<file path="config.mk">
export PLATFORM = sky130hd
export DESIGN_NAME = seg7_2_bin
export DESIGN_NICKNAME = d
export VERILOG_FILES = /design/src/rtl/seg7_pkg.sv /design/src/rtl/seg7_digit_dec.sv /design/src/rtl/seg7_2_bin.sv
export SDC_FILE = /design/constraint.sdc
export NUM_CORES = 1
export LEC_CHECK = 0
export ABC_AREA = 1
export CAP_MARGIN = 0
export CORE_ASPECT_RATIO = 1.5
export CORE_UTILIZATION = 56
export DETAILED_ROUTE_END_ITERATION = 12
export PLACE_DENSITY = 0.77
export SYNTH_ARGS = -nofsm -noshare
export SYNTH_HDL_FRONTEND = slang
export SYNTH_SLANG_ARGS = --single-unit
</file>
<file path="constraint.sdc">
create_clock -name CLK_i -period 3.8 [get_ports CLK_i]
set_input_delay 0.76 -clock CLK_i [delete_from_list [all_inputs] [get_ports CLK_i]]
set_output_delay 0.76 -clock CLK_i [all_outputs]
set_load 0.005 [all_outputs]
</file>
<file path="src/rtl/seg7_pkg.sv">
// Shared constants, FSM state type and sizing helper for the segment-to-binary path.
package seg7_pkg;

  // Segment patterns in {a,b,c,d,e,f,g} order, a is bit 6.
  localparam logic [6:0] SEG_0     = 7'b1111110;
  localparam logic [6:0] SEG_1     = 7'b0110000;
  localparam logic [6:0] SEG_2     = 7'b1101101;
  localparam logic [6:0] SEG_3     = 7'b1111001;
  localparam logic [6:0] SEG_4     = 7'b0110011;
  localparam logic [6:0] SEG_5     = 7'b1011011;
  localparam logic [6:0] SEG_6     = 7'b1011111;
  localparam logic [6:0] SEG_7     = 7'b1110000;
  localparam logic [6:0] SEG_8     = 7'b1111111;
  localparam logic [6:0] SEG_9     = 7'b1111011;
  localparam logic [6:0] SEG_BLANK = 7'b0000000;

  typedef enum logic [1:0] {
    IDLE,
    CONV,
    HOLD
  } state_t;

  // Bits needed to hold 10^n_digits - 1 without truncation.
  function automatic int unsigned acc_width(input int unsigned n_digits);
    longint unsigned lim;
    int unsigned     w;
    lim = 1;
    for (int unsigned i = 0; i < n_digits; i++) begin
      lim = lim * 10;
    end
    w = 0;
    for (int unsigned b = 63; b > 0; b--) begin
      if ((longint'(1) << b) >= lim) begin
        w = b;
      end
    end
    return w;
  endfunction

endpackage

</file>
<file path="src/rtl/seg7_digit_dec.sv">
// Combinational decode of one 7-segment pattern to BCD with an illegal-pattern flag.
module seg7_digit_dec
  import seg7_pkg::*;
(
  input  logic [6:0] seg,
  output logic [3:0] bcd,
  output logic       err
);

  // Table lookup; blank reads as zero, anything unlisted is flagged.
  always_comb begin
    bcd = '0;
    err = 1'b0;
    case (seg)
      SEG_0:     bcd = 4'd0;
      SEG_1:     bcd = 4'd1;
      SEG_2:     bcd = 4'd2;
      SEG_3:     bcd = 4'd3;
      SEG_4:     bcd = 4'd4;
      SEG_5:     bcd = 4'd5;
      SEG_6:     bcd = 4'd6;
      SEG_7:     bcd = 4'd7;
      SEG_8:     bcd = 4'd8;
      SEG_9:     bcd = 4'd9;
      SEG_BLANK: bcd = 4'd0;
      default:   err = 1'b1;
    endcase
  end

endmodule

</file>
<file path="src/rtl/seg7_2_bin.sv">
// Captures a multi-digit 7-segment word and folds it MSD-first into a saturated binary value.
module seg7_2_bin
  import seg7_pkg::*;
#(
  parameter int unsigned N_DIGITS = 4,
  parameter int unsigned OUT_W    = 12
) (
  input  logic                CLK_i,
  input  logic                RST_i,
  input  logic [N_DIGITS-1:0] SEGa_i,
  input  logic [N_DIGITS-1:0] SEGb_i,
  input  logic [N_DIGITS-1:0] SEGc_i,
  input  logic [N_DIGITS-1:0] SEGd_i,
  input  logic [N_DIGITS-1:0] SEGe_i,
  input  logic [N_DIGITS-1:0] SEGf_i,
  input  logic [N_DIGITS-1:0] SEGg_i,
  input  logic                VALID_i,
  output logic                READY_o,
  output logic [OUT_W-1:0]    OUT_o,
  output logic                ERR_o,
  output logic                OVF_o,
  output logic                VALID_o,
  input  logic                READY_i
);

  localparam int unsigned ACC_W   = acc_width(N_DIGITS);
  localparam int unsigned IDX_W   = (N_DIGITS > 1) ? $clog2(N_DIGITS) : 1;
  localparam logic [IDX_W-1:0] IDX_MSD = IDX_W'(N_DIGITS - 1);
  localparam logic [63:0] MAX_OUT = (64'd1 << OUT_W) - 64'd1;

  state_t                state;
  logic [6:0]            seg_q [N_DIGITS];
  logic [3:0]            bcd [N_DIGITS];
  logic [N_DIGITS-1:0]   dig_err;
  logic [ACC_W-1:0]      acc;
  logic [ACC_W-1:0]      acc_next;
  logic [IDX_W-1:0]      idx;
  logic [3:0]            bcd_sel;
  logic                  err_sel;
  logic                  ovf_next;
  logic [OUT_W-1:0]      out_q;
  logic                  err_q;
  logic                  ovf_q;

  for (genvar i = 0; i < N_DIGITS; i++) begin : g_dec
    seg7_digit_dec u_dec (
      .seg (seg_q[i]),
      .bcd (bcd[i]),
      .err (dig_err[i])
    );
  end

  // Select the current digit and form the next accumulator value (acc*10 as shift-add).
  always_comb begin
    bcd_sel  = bcd[idx];
    err_sel  = dig_err[idx];
    acc_next = (acc << 3) + (acc << 1) + ACC_W'(bcd_sel);
    ovf_next = (64'(acc_next) > MAX_OUT);
  end

  // Handshake FSM: capture in IDLE, one digit per cycle in CONV, present result in HOLD.
  always_ff @(posedge CLK_i) begin
    if (RST_i) begin
      state <= IDLE;
      acc   <= '0;
      idx   <= '0;
      out_q <= '0;
      err_q <= 1'b0;
      ovf_q <= 1'b0;
      for (int unsigned i = 0; i < N_DIGITS; i++) begin
        seg_q[i] <= '0;
      end
    end else begin
      case (state)
        IDLE: begin
          if (VALID_i) begin
            for (int unsigned i = 0; i < N_DIGITS; i++) begin
              seg_q[i] <= {SEGa_i[i], SEGb_i[i], SEGc_i[i], SEGd_i[i],
                           SEGe_i[i], SEGf_i[i], SEGg_i[i]};
            end
            acc   <= '0;
            idx   <= IDX_MSD;
            err_q <= 1'b0;
            ovf_q <= 1'b0;
            state <= CONV;
          end
        end
        CONV: begin
          acc   <= acc_next;
          err_q <= err_q | err_sel;
          if (idx == '0) begin
            // Result is taken from acc_next so it lands on the same edge as HOLD entry.
            ovf_q <= ovf_next;
            out_q <= ovf_next ? '1 : OUT_W'(acc_next);
            state <= HOLD;
          end else begin
            idx <= idx - 1'b1;
          end
        end
        HOLD: begin
          if (READY_i) begin
            state <= IDLE;
          end
        end
        default: state <= IDLE;
      endcase
    end
  end

  assign READY_o = (state == IDLE);
  assign VALID_o = (state == HOLD);
  assign OUT_o   = out_q;
  assign ERR_o   = err_q;
  assign OVF_o   = ovf_q;

endmodule

</file>
==> results of run 1 <==
## worst paths after layout
kind                                           startpoint                     to  cells past startpoint
worst min register to register       acc[11]$_SDFFE_PP0P_   acc[11]$_SDFFE_PP0P_                      2
worst max-delay path            seg_q[1][6]$_SDFFCE_PN0P_  OUT_o[0]$_SDFFE_PP0P_                     16
worst min-delay path                 acc[11]$_SDFFE_PP0P_   acc[11]$_SDFFE_PP0P_                      2
worst max register to register  seg_q[1][6]$_SDFFCE_PN0P_  OUT_o[0]$_SDFFE_PP0P_                     16
## power by group through the flow
stage	sequential [uW]	combinational, uW	clock [uW]
final	772	321	625
after global routing	779	359	667
after CTS	771	321	633
after detailed placement	785	319	0
after global placement	782	311	0
after floorplan	772	201	0
## Yosys cell counts (all sizes together), types with 2 or more instances
master / number
nand3b: 5
o21ai: 22
xor2: 6
ha: 23
buf: 5
edfxtp: 28
inv: 97
nor2: 107
fa: 2
nor3: 5
nand2: 129
a21oi: 36
dfxtp: 31
nand3: 52
nand4: 11
clkbuf: 6
## metal layers
layer  track usage (%)  part of all wire (%)  up-vias
li1                  -                     -     1918
met1              27.2                    37     1739
met2              50.7                    55      116
met3              5.21                   4.2       34
met4              15.0                   3.7        0
met5                 0                     0        -
## sequential cells by signal, summed over array words and instances, names as in the netlist
signal	cells
idx	2
ERR_o	1
seg_q	28
state	2
acc	13
OVF_o	1
OUT_o	12
## cells in the final DEF, fill, tap and decap left out, types with 3 or more instances in the layout
cell / n
nand2_1: 128
nor2_1: 103
inv_1: 97
nand3_1: 51
clkdlybuf4s50_1: 47
dfxtp_1: 31
edfxtp_1: 28
a21oi_1: 26
ha_1: 23
o21ai_0: 21
nand4_1: 11
clkbuf_8: 11
a21oi_2: 10
xor2_1: 6
nand3b_1: 5
nor3_1: 5
buf_4: 4
nor2_2: 3
## cells by family (layout without fill, tap and decap cells)
logic type,Yosys count,in the layout,share of synthesized area [%]
xor+xnor,6,6,1.34
compound gates,61,61,8.95
simple gates,311,311,33.4
flops,59,59,37.2
buf+inv,109,165,10.7
fa+ha+maj,25,25,8.35
## stage by stage
step / utilization (%) / hold slack [ns]
after floorplan: - / 0.448
after global placement: 65.7 / 0.459
after detailed placement: 65.7 / 0.470
after CTS: 69.0 / 0.480
after global routing: 69.0 / 0.527
final: 69.0 / 0.478
## area by class of cell
type,instances,area share (%)
clock buffer,13,3.84
clock inverter,3,0.880
inverter,98,7.84
multi-input combinational,403,43.6
sequential,59,31.1
tap,78,2.08
timing repair buffer,51,10.7
## critical path, cell delays in order (launching register included)
cell and delay, ns:
edfxtp_1 0.41, inv_1 0.10, nor2_1 0.26, nand3_1 0.16
a21oi_1 0.17, a22oi_1 0.12, fa_1 0.50, inv_1 0.07
ha_1 0.21, a21oi_1 0.14, nand2_1 0.16, nand3_1 0.13
nand3_1 0.07, nand2_1 0.08, nand2_2 0.08, nor2_4 0.36
a21oi_1 0.12
==> impl_metrics.csv, run 1 <==
group,metric,value,unit
finish,num-nets-final,679,
setup_path,cp.required,4.02,ns
setup_path,arrival,3.49,ns
finish,drive_gt1_share,5.74,%
clocking,cts_max_level,3,
clocking,cts_sinks,59,
clocking,cts_hold_buf,0,
clocking,clockBufferDepth,2,
detailed_routing,drt-vias-per-instance,5.40,
finish,area_delta_synth_final,19.5,%
sta,period_minus_slack,3.27,ns
finish,fin_area,0.00469,mm^2
finish,instances_no_fill,705,
clocking,cts_setup_buffers,0,
placement,gp_congestion,0.993,
finish,n_antenna_cell,0,
setup_path,r2r_setup_slack,0.53,ns
synth,synth_edf_count,28,
pwr,sw_frac_of_total,28.2,%
global_routing,grt_usage,27.1,%
detailed_routing,drc,0,
clocking,cts_buffers,9,
clocking,clk_latency,0.34,ns
pwr,ir_worst_vdd,0.287,mV
sta,tns,0,ns
synth,avgSynthCellArea,6.88,um^2
global_routing,grt_pass1_vias,3671,
floorplanning,core_area,0.00681,mm^2
sta,maxSlewViolCount,0,
sta,slew_headroom,61.2,%
pwr,p_per_area,366,mW/mm^2
floorplanning,die_x,70.4,um
setup_path,worst_setup_path_end_kind,"flop",
placement,postPlaceCellArea,0.00447,mm^2
synth,synth_seq_cells,59,
pwr,power.leakage,0.00230,uW
synth,synth_top_area_share,21.4,%
floorplanning,start_util,57.7,%
synth,ys_types,29,
setup_path,worstPathMaxFanout,12,
sta,rsz0062_at_grt,"no",
finish,fill_cells,599,
synth,synthArstFlopShare,0,%
global_routing,grt_max_degree,29,
detailed_routing,ant_nets,0,
detailed_routing,first_iter_violations,312,
pwr,p_int,1230,uW
floorplanning,fp-row-count,37,
floorplanning,die_y,105,um
detailed_routing,totalWireLength,9440,um
placement,hpwl,7400,um
pwr,total_power,1720,uW
finish,seq_area,0.00146,mm^2
global_routing,antenna_found_initial,0,
pwr,clockPowerShare,36.4,%
detailed_routing,vias,3807,
clocking,cts_root_buf,"clkbuf_8",
pwr,p_sw,484,uW
status,status,"finished, final reports clean",
synth,synth_area,0.00393,mm^2
synth,syn-num-nets,628,
placement,dp.cells,689,
placement,place_ws,0.543,ns
placement,io_buffers,47,
clocking,cts_resized,0,
sta,max_freq,306,MHz
sta,setup_viol,0,
detailed_routing,drtPass1Iterations,5,
sta,fin_ws,0.528,ns
floorplanning,io_pins,48,
finish,multi_input_area,0.00204,mm^2
pwr,p_seq_share,44.9,%
sta,worstMarginPinSlew,0.582,ns
global_routing,grt.overflow.total,0,
synth,synth_top_area_cell,"edfxtp_1",
synth,yosysWarningCount,0,
worst_hold_path,hp-class,"flop to flop",
job,drv_cap,0,
global_routing,grt_pass1_wl,15800,um
synth,synth_cells,571,
sta,finalClockSkew,0.00648,ns
setup_path,worstSetupPathType,"flop to flop",
synth,synth_area_leaders,"edfxtp_1 21%, dfxtp_1 16%, nand2_1 12%",
sta,hold_viol,0,
detailed_routing,wl_per_cell,13.4,um
synth,synthFlopType,"dfxtp_1",
clocking,cts_tree,"built",
sta,fin_crit_sh,86.1,%
synth,synth-seq-area-share,37.2,%
clocking,cts.clk_slew.worst_paths,0.07,ns
floorplanning,die-area,0.00736,mm^2
setup_path,setup.worst_path.start_class,"flop",
pwr,power_frac_comb,18.7,%
(Power assumes the default switching activity.)
==> run 2: changes to the inputs <==
Settings changed: MAX_ROUTING_LAYER set to met4.
==> impl_metrics.csv, run 2 (synthesized netlist as in run 1, its figures left out) <==
group,metric,value,unit
status,status,"finished, final reports clean",
global_routing,antenna_found_initial,0,
clocking,cts_max_level,3,
clocking,cts.clk_slew.worst_paths,0.07,ns
clocking,cts_tree,"built",
setup_path,worst_setup_path_end_kind,"flop",
floorplanning,start_util,57.7,%
sta,tns,0,ns
global_routing,grt_max_degree,29,
clocking,cts_hold_buf,0,
finish,top_register,"seg_q",
sta,hold_viol,0,
setup_path,setup.worst_path.start_class,"flop",
floorplanning,fp-row-count,37,
global_routing,grt_usage,28.9,%
clocking,clk_latency,0.36,ns
detailed_routing,drc,0,
detailed_routing,totalWireLength,9660,um
clocking,cts_sinks,59,
clocking,clockBufferDepth,2,
pwr,ir_worst_vdd,0.276,mV
finish,n_antenna_cell,0,
finish,num-nets-final,679,
finish,multi_input_area,0.00204,mm^2
global_routing,grt.overflow.total,0,
clocking,cts_setup_buffers,0,
finish,drive_gt1_share,5.90,%
setup_path,cp.required,4.04,ns
detailed_routing,first_iter_violations,219,
floorplanning,die-area,0.00736,mm^2
clocking,cts_resized,0,
clocking,cts_root_buf,"clkbuf_8",
sta,fin_crit_sh,87.2,%
floorplanning,io_pins,48,
placement,gp_congestion,0.950,
setup_path,worstPathMaxFanout,12,
detailed_routing,drt-vias-per-instance,5.31,
detailed_routing,ant_nets,0,
detailed_routing,drtPass1Iterations,5,
finish,fin_area,0.00469,mm^2
floorplanning,die_x,70.4,um
finish,layout_common_cells,"128 x nand2_1, 103 x nor2_1, 97 x inv_1",
global_routing,grt_pass1_vias,3756,
sta,rsz0062_at_grt,"no",
placement,postPlaceCellArea,0.00447,mm^2
pwr,p_per_area,363,mW/mm^2
detailed_routing,wl_per_cell,13.7,um
setup_path,worstSetupPathType,"flop to flop",
finish,fill_cells,620,
sta,slew_headroom,60.2,%
sta,setup_viol,0,
sta,maxSlewViolCount,0,
placement,hpwl,7560,um
finish,seq_area,0.00146,mm^2
finish,largest_reg_flops,28,
worst_hold_path,hp-class,"flop to flop",
sta,worstMarginPinSlew,0.596,ns
sta,period_minus_slack,3.31,ns
floorplanning,die_y,105,um
placement,io_buffers,47,
finish,area_delta_synth_final,19.3,%
pwr,power.leakage,0.00229,uW
setup_path,arrival,3.55,ns
detailed_routing,vias,3743,
finish,layout_commonest_cell,"nand2_1",
global_routing,grt_pass1_wl,16200,um
sta,max_freq,302,MHz
floorplanning,core_area,0.00681,mm^2
job,drv_cap,0,
sta,finalClockSkew,0.00510,ns
clocking,cts_buffers,9,
[run 2: final cells by class]
type	count	share of cell area, %
tap	78	2.08
clock buffer	12	4.00
clock inverter	4	0.587
inverter	98	7.85
sequential	59	31.2
timing repair buffer	51	10.7
multi-input combinational	403	43.6
[run 2: power by group]
| group | switching [uW] | leakage (uW) | internal, uW | total (uW) |
|---|---|---|---|---|
| combinational | 187 | 0.00163 | 132 | 319 |
| clock | 277 | 0.000109 | 334 | 610 |
| sequential | 47.7 | 0.000556 | 723 | 771 |
[run 2: per-stage QoR]
stage	worst slack, ns	util [%]	hold WS, ns	std cells	power [uW]
after CTS	0.492	68.9	0.487	705	1710
after floorplan	0.906	-	0.448	571	973
after global placement	0.573	65.7	0.459	689	1100
after detailed placement	0.519	65.7	0.477	689	1100
after global routing	0.209	68.9	0.509	705	1780
final	0.488	68.9	0.486	705	1700
[run 2: worst paths after layout]
kind,slack (ns),cells after the start,startpoint,endpoint
hold reg to reg,0.49,2,acc[11]$_SDFFE_PP0P_,acc[11]$_SDFFE_PP0P_
setup / recovery,0.49,16,seg_q[3][2]$_SDFFCE_PN0P_,OUT_o[0]$_SDFFE_PP0P_
hold / removal,0.49,2,acc[11]$_SDFFE_PP0P_,acc[11]$_SDFFE_PP0P_
setup reg to reg,0.49,16,seg_q[3][2]$_SDFFCE_PN0P_,OUT_o[0]$_SDFFE_PP0P_
[run 2: layer usage]
metal	up-vias	global-route usage, %	share of wire, %
li1	1918	-	-
met1	1727	26.9	37
met2	71	54.2	56
met3	27	5.50	3.3
met4	0	15.0	3.2
met5	-	-	0
[run 2: critical path, cell delays in order (launching register included)]
cell and delay (ns):
edfxtp_1 0.42, nor2_1 0.16, nand2_1 0.10, nor2_1 0.14, inv_1 0.05, o21ai_0 0.09
nor2_1 0.10, o31ai_1 0.27, ha_1 0.29, ha_1 0.23, fa_1 0.43, nand3_1 0.14
nand3_1 0.09, nand2_1 0.10, nand3_2 0.09, nor2_4 0.37, a21oi_1 0.12
==> run 3: changes to the inputs <==
Settings changed: CORE_MARGIN set to 1.5, CORE_UTILIZATION 56 to 52, PLACE_DENSITY 0.77 to 0.72.
==> impl_metrics.csv, run 3 (synthesized netlist as in run 1, its figures left out) <==
group,metric,value,unit
status,status,"finished, final reports clean",
floorplanning,die_y,109,um
job,drv_cap,0,
pwr,clockPowerShare,35.8,%
detailed_routing,vias,3728,
clocking,cts_resized,0,
sta,fin_crit_sh,89.8,%
pwr,p_seq_share,45.4,%
finish,drive_gt1_share,5.60,%
pwr,ir_worst_vdd,0.265,mV
detailed_routing,ant_nets,0,
finish,layout_common_cells,"128 x nand2_1, 103 x nor2_1, 97 x inv_1",
global_routing,grt_usage,26.7,%
setup_path,worst_setup_path_end_kind,"flop",
sta,hold_ws,0.474,ns
detailed_routing,drc,0,
setup_path,critPathSlowestCell,"edfxtp_1",
finish,top_register,"seg_q",
setup_path,r2r_end,"OUT_o[0]$_SDFFE_PP0P_",
clocking,cts_setup_buffers,0,
floorplanning,start_util,54.0,%
setup_path,crit_chain,"nor2_1, nand2_1, nor2_1, inv_1, o21ai_0, nor2_1, o31ai_1, ha_1, ha_1, fa_1, nand3_1, nand3_1, nand2_1, nand3_2, nor2_4, a21oi_1",
global_routing,grt_pass1_wl,15900,um
clocking,cts.clk_slew.worst_paths,0.07,ns
floorplanning,die-area,0.00809,mm^2
setup_path,cp.required,4.03,ns
sta,tns,0,ns
global_routing,grt.overflow.total,0,
pwr,p_per_area,361,mW/mm^2
floorplanning,die_x,74.0,um
setup_path,r2r_start,"seg_q[3][2]$_SDFFCE_PN0P_",
clocking,cts_tree,"built",
sta,period_minus_slack,3.41,ns
detailed_routing,wl_per_cell,13.6,um
placement,gp_congestion,0.905,
clocking,cts_sinks,59,
sta,rsz0062_at_grt,"no",
worst_hold_path,hp-class,"flop to flop",
floorplanning,fp-row-count,38,
setup_path,setup.worst_path.start_class,"flop",
floorplanning,io_pins,48,
setup_path,worstSetupPathType,"flop to flop",
floorplanning,core_area,0.00727,mm^2
sta,hold_viol,0,
worst_hold_path,hold_path_depth,2,
sta,finalClockSkew,0.00694,ns
finish,num-nets-final,678,
pwr,p_int,1200,uW
pwr,p_sw,497,uW
detailed_routing,first_iter_violations,236,
finish,fill_cells,663,
placement,hpwl,7680,um
worst_hold_path,hp-start,"acc[11]$_SDFFE_PP0P_",
setup_path,r2r_setup_slack,0.39,ns
detailed_routing,drt-vias-per-instance,5.14,
setup_path,cpMostUsedCell,"nor2_1",
sta,worstMarginPinSlew,0.590,ns
detailed_routing,drtPass1Iterations,4,
sta,maxSlewViolCount,0,
sta,setup_viol,0,
pwr,power_frac_comb,18.8,%
finish,layout_commonest_cell,"nand2_1",
detailed_routing,totalWireLength,9830,um
clocking,clockBufferDepth,2,
finish,n_antenna_cell,0,
finish,area_delta_synth_final,19.8,%
pwr,sw_frac_of_total,29.2,%
finish,largest_reg_flops,28,
clocking,cts_hold_buf,0,
sta,slew_headroom,60.6,%
worst_hold_path,whs_endpoint,"acc[11]$_SDFFE_PP0P_",
placement,io_buffers,47,
clocking,clk_latency,0.35,ns
sta,max_freq,293,MHz
pwr,power.leakage,0.00229,uW
setup_path,worstPathMaxFanout,12,
clocking,cts_max_level,3,
clocking,cts_buffers,9,
global_routing,antenna_found_initial,0,
setup_path,critPathMaxStageDelay,0.42,ns
global_routing,grt_pass1_vias,3617,
clocking,cts_root_buf,"clkbuf_8",
setup_path,ff2ff_path_depth,16,
setup_path,arrival,3.64,ns
global_routing,grt_max_degree,29,
## run 3: area by class of cell
type | count | area [um^2] | area share, %
multi-input cells | 403 | 2040 | 43.4
flip-flops and latches | 59 | 1460 | 31.0
repair buffers | 50 | 493 | 10.5
inverters | 98 | 368 | 7.82
clock buffers | 13 | 201 | 4.28
well taps | 100 | 125 | 2.66
clock inverters | 2 | 13.8 | 0.292
## run 3: metrics by stage
stage	utilization [%]	cells	area (um^2)	setup WS, ns	power, uW
floorplan	-	571	3930	0.906	973
global placement	61.7	710	4490	0.560	1100
detailed placement	61.7	710	4490	0.447	1100
CTS	64.7	725	4710	0.363	1710
global route	64.7	725	4710	0.0440	1780
finish	64.7	725	4710	0.387	1700
## run 3: per-layer routing
layer  routed length, um  up-vias  global-route usage [%]
met1                3660     1700                    24.9
met3                 279       29                    4.40
met4                 331        0                    13.1
met5                   0        -                       -
li1                    -     1923                       -
met2                5560       76                    50.7
## run 3: worst max path at each step
stage,startpoint,endpoint
floorplan,idx[0]$_SDFFE_PP0P_,acc[8]$_SDFFE_PP0P_
global placement,seg_q[3][2]$_SDFFCE_PN0P_,OUT_o[0]$_SDFFE_PP0P_
detailed placement,seg_q[2][2]$_SDFFCE_PN0P_,OUT_o[0]$_SDFFE_PP0P_
CTS,seg_q[3][2]$_SDFFCE_PN0P_,OUT_o[0]$_SDFFE_PP0P_
global route,seg_q[3][2]$_SDFFCE_PN0P_,OUT_o[0]$_SDFFE_PP0P_
finish,seg_q[3][2]$_SDFFCE_PN0P_,OUT_o[0]$_SDFFE_PP0P_
## run 3: power by group through the flow
stage | Sequential [uW] | Combinational, uW | Clock (uW)
after global placement | 783 | 316 | 0
after global routing | 778 | 360 | 640
final | 772 | 320 | 607
after CTS | 771 | 323 | 614
after detailed placement | 784 | 320 | 0
after floorplan | 772 | 201 | 0
## run 3: critical path: cells and delay by family, from the launching register on
kind | cells | cell delay [ns]
and+or+nand+nor | 9 | 1.27
adders and majority gates | 3 | 0.95
buffers and inverters | 1 | 0.07
AOI/OAI and AO/OA | 3 | 0.58
DFF | 1 | 0.42
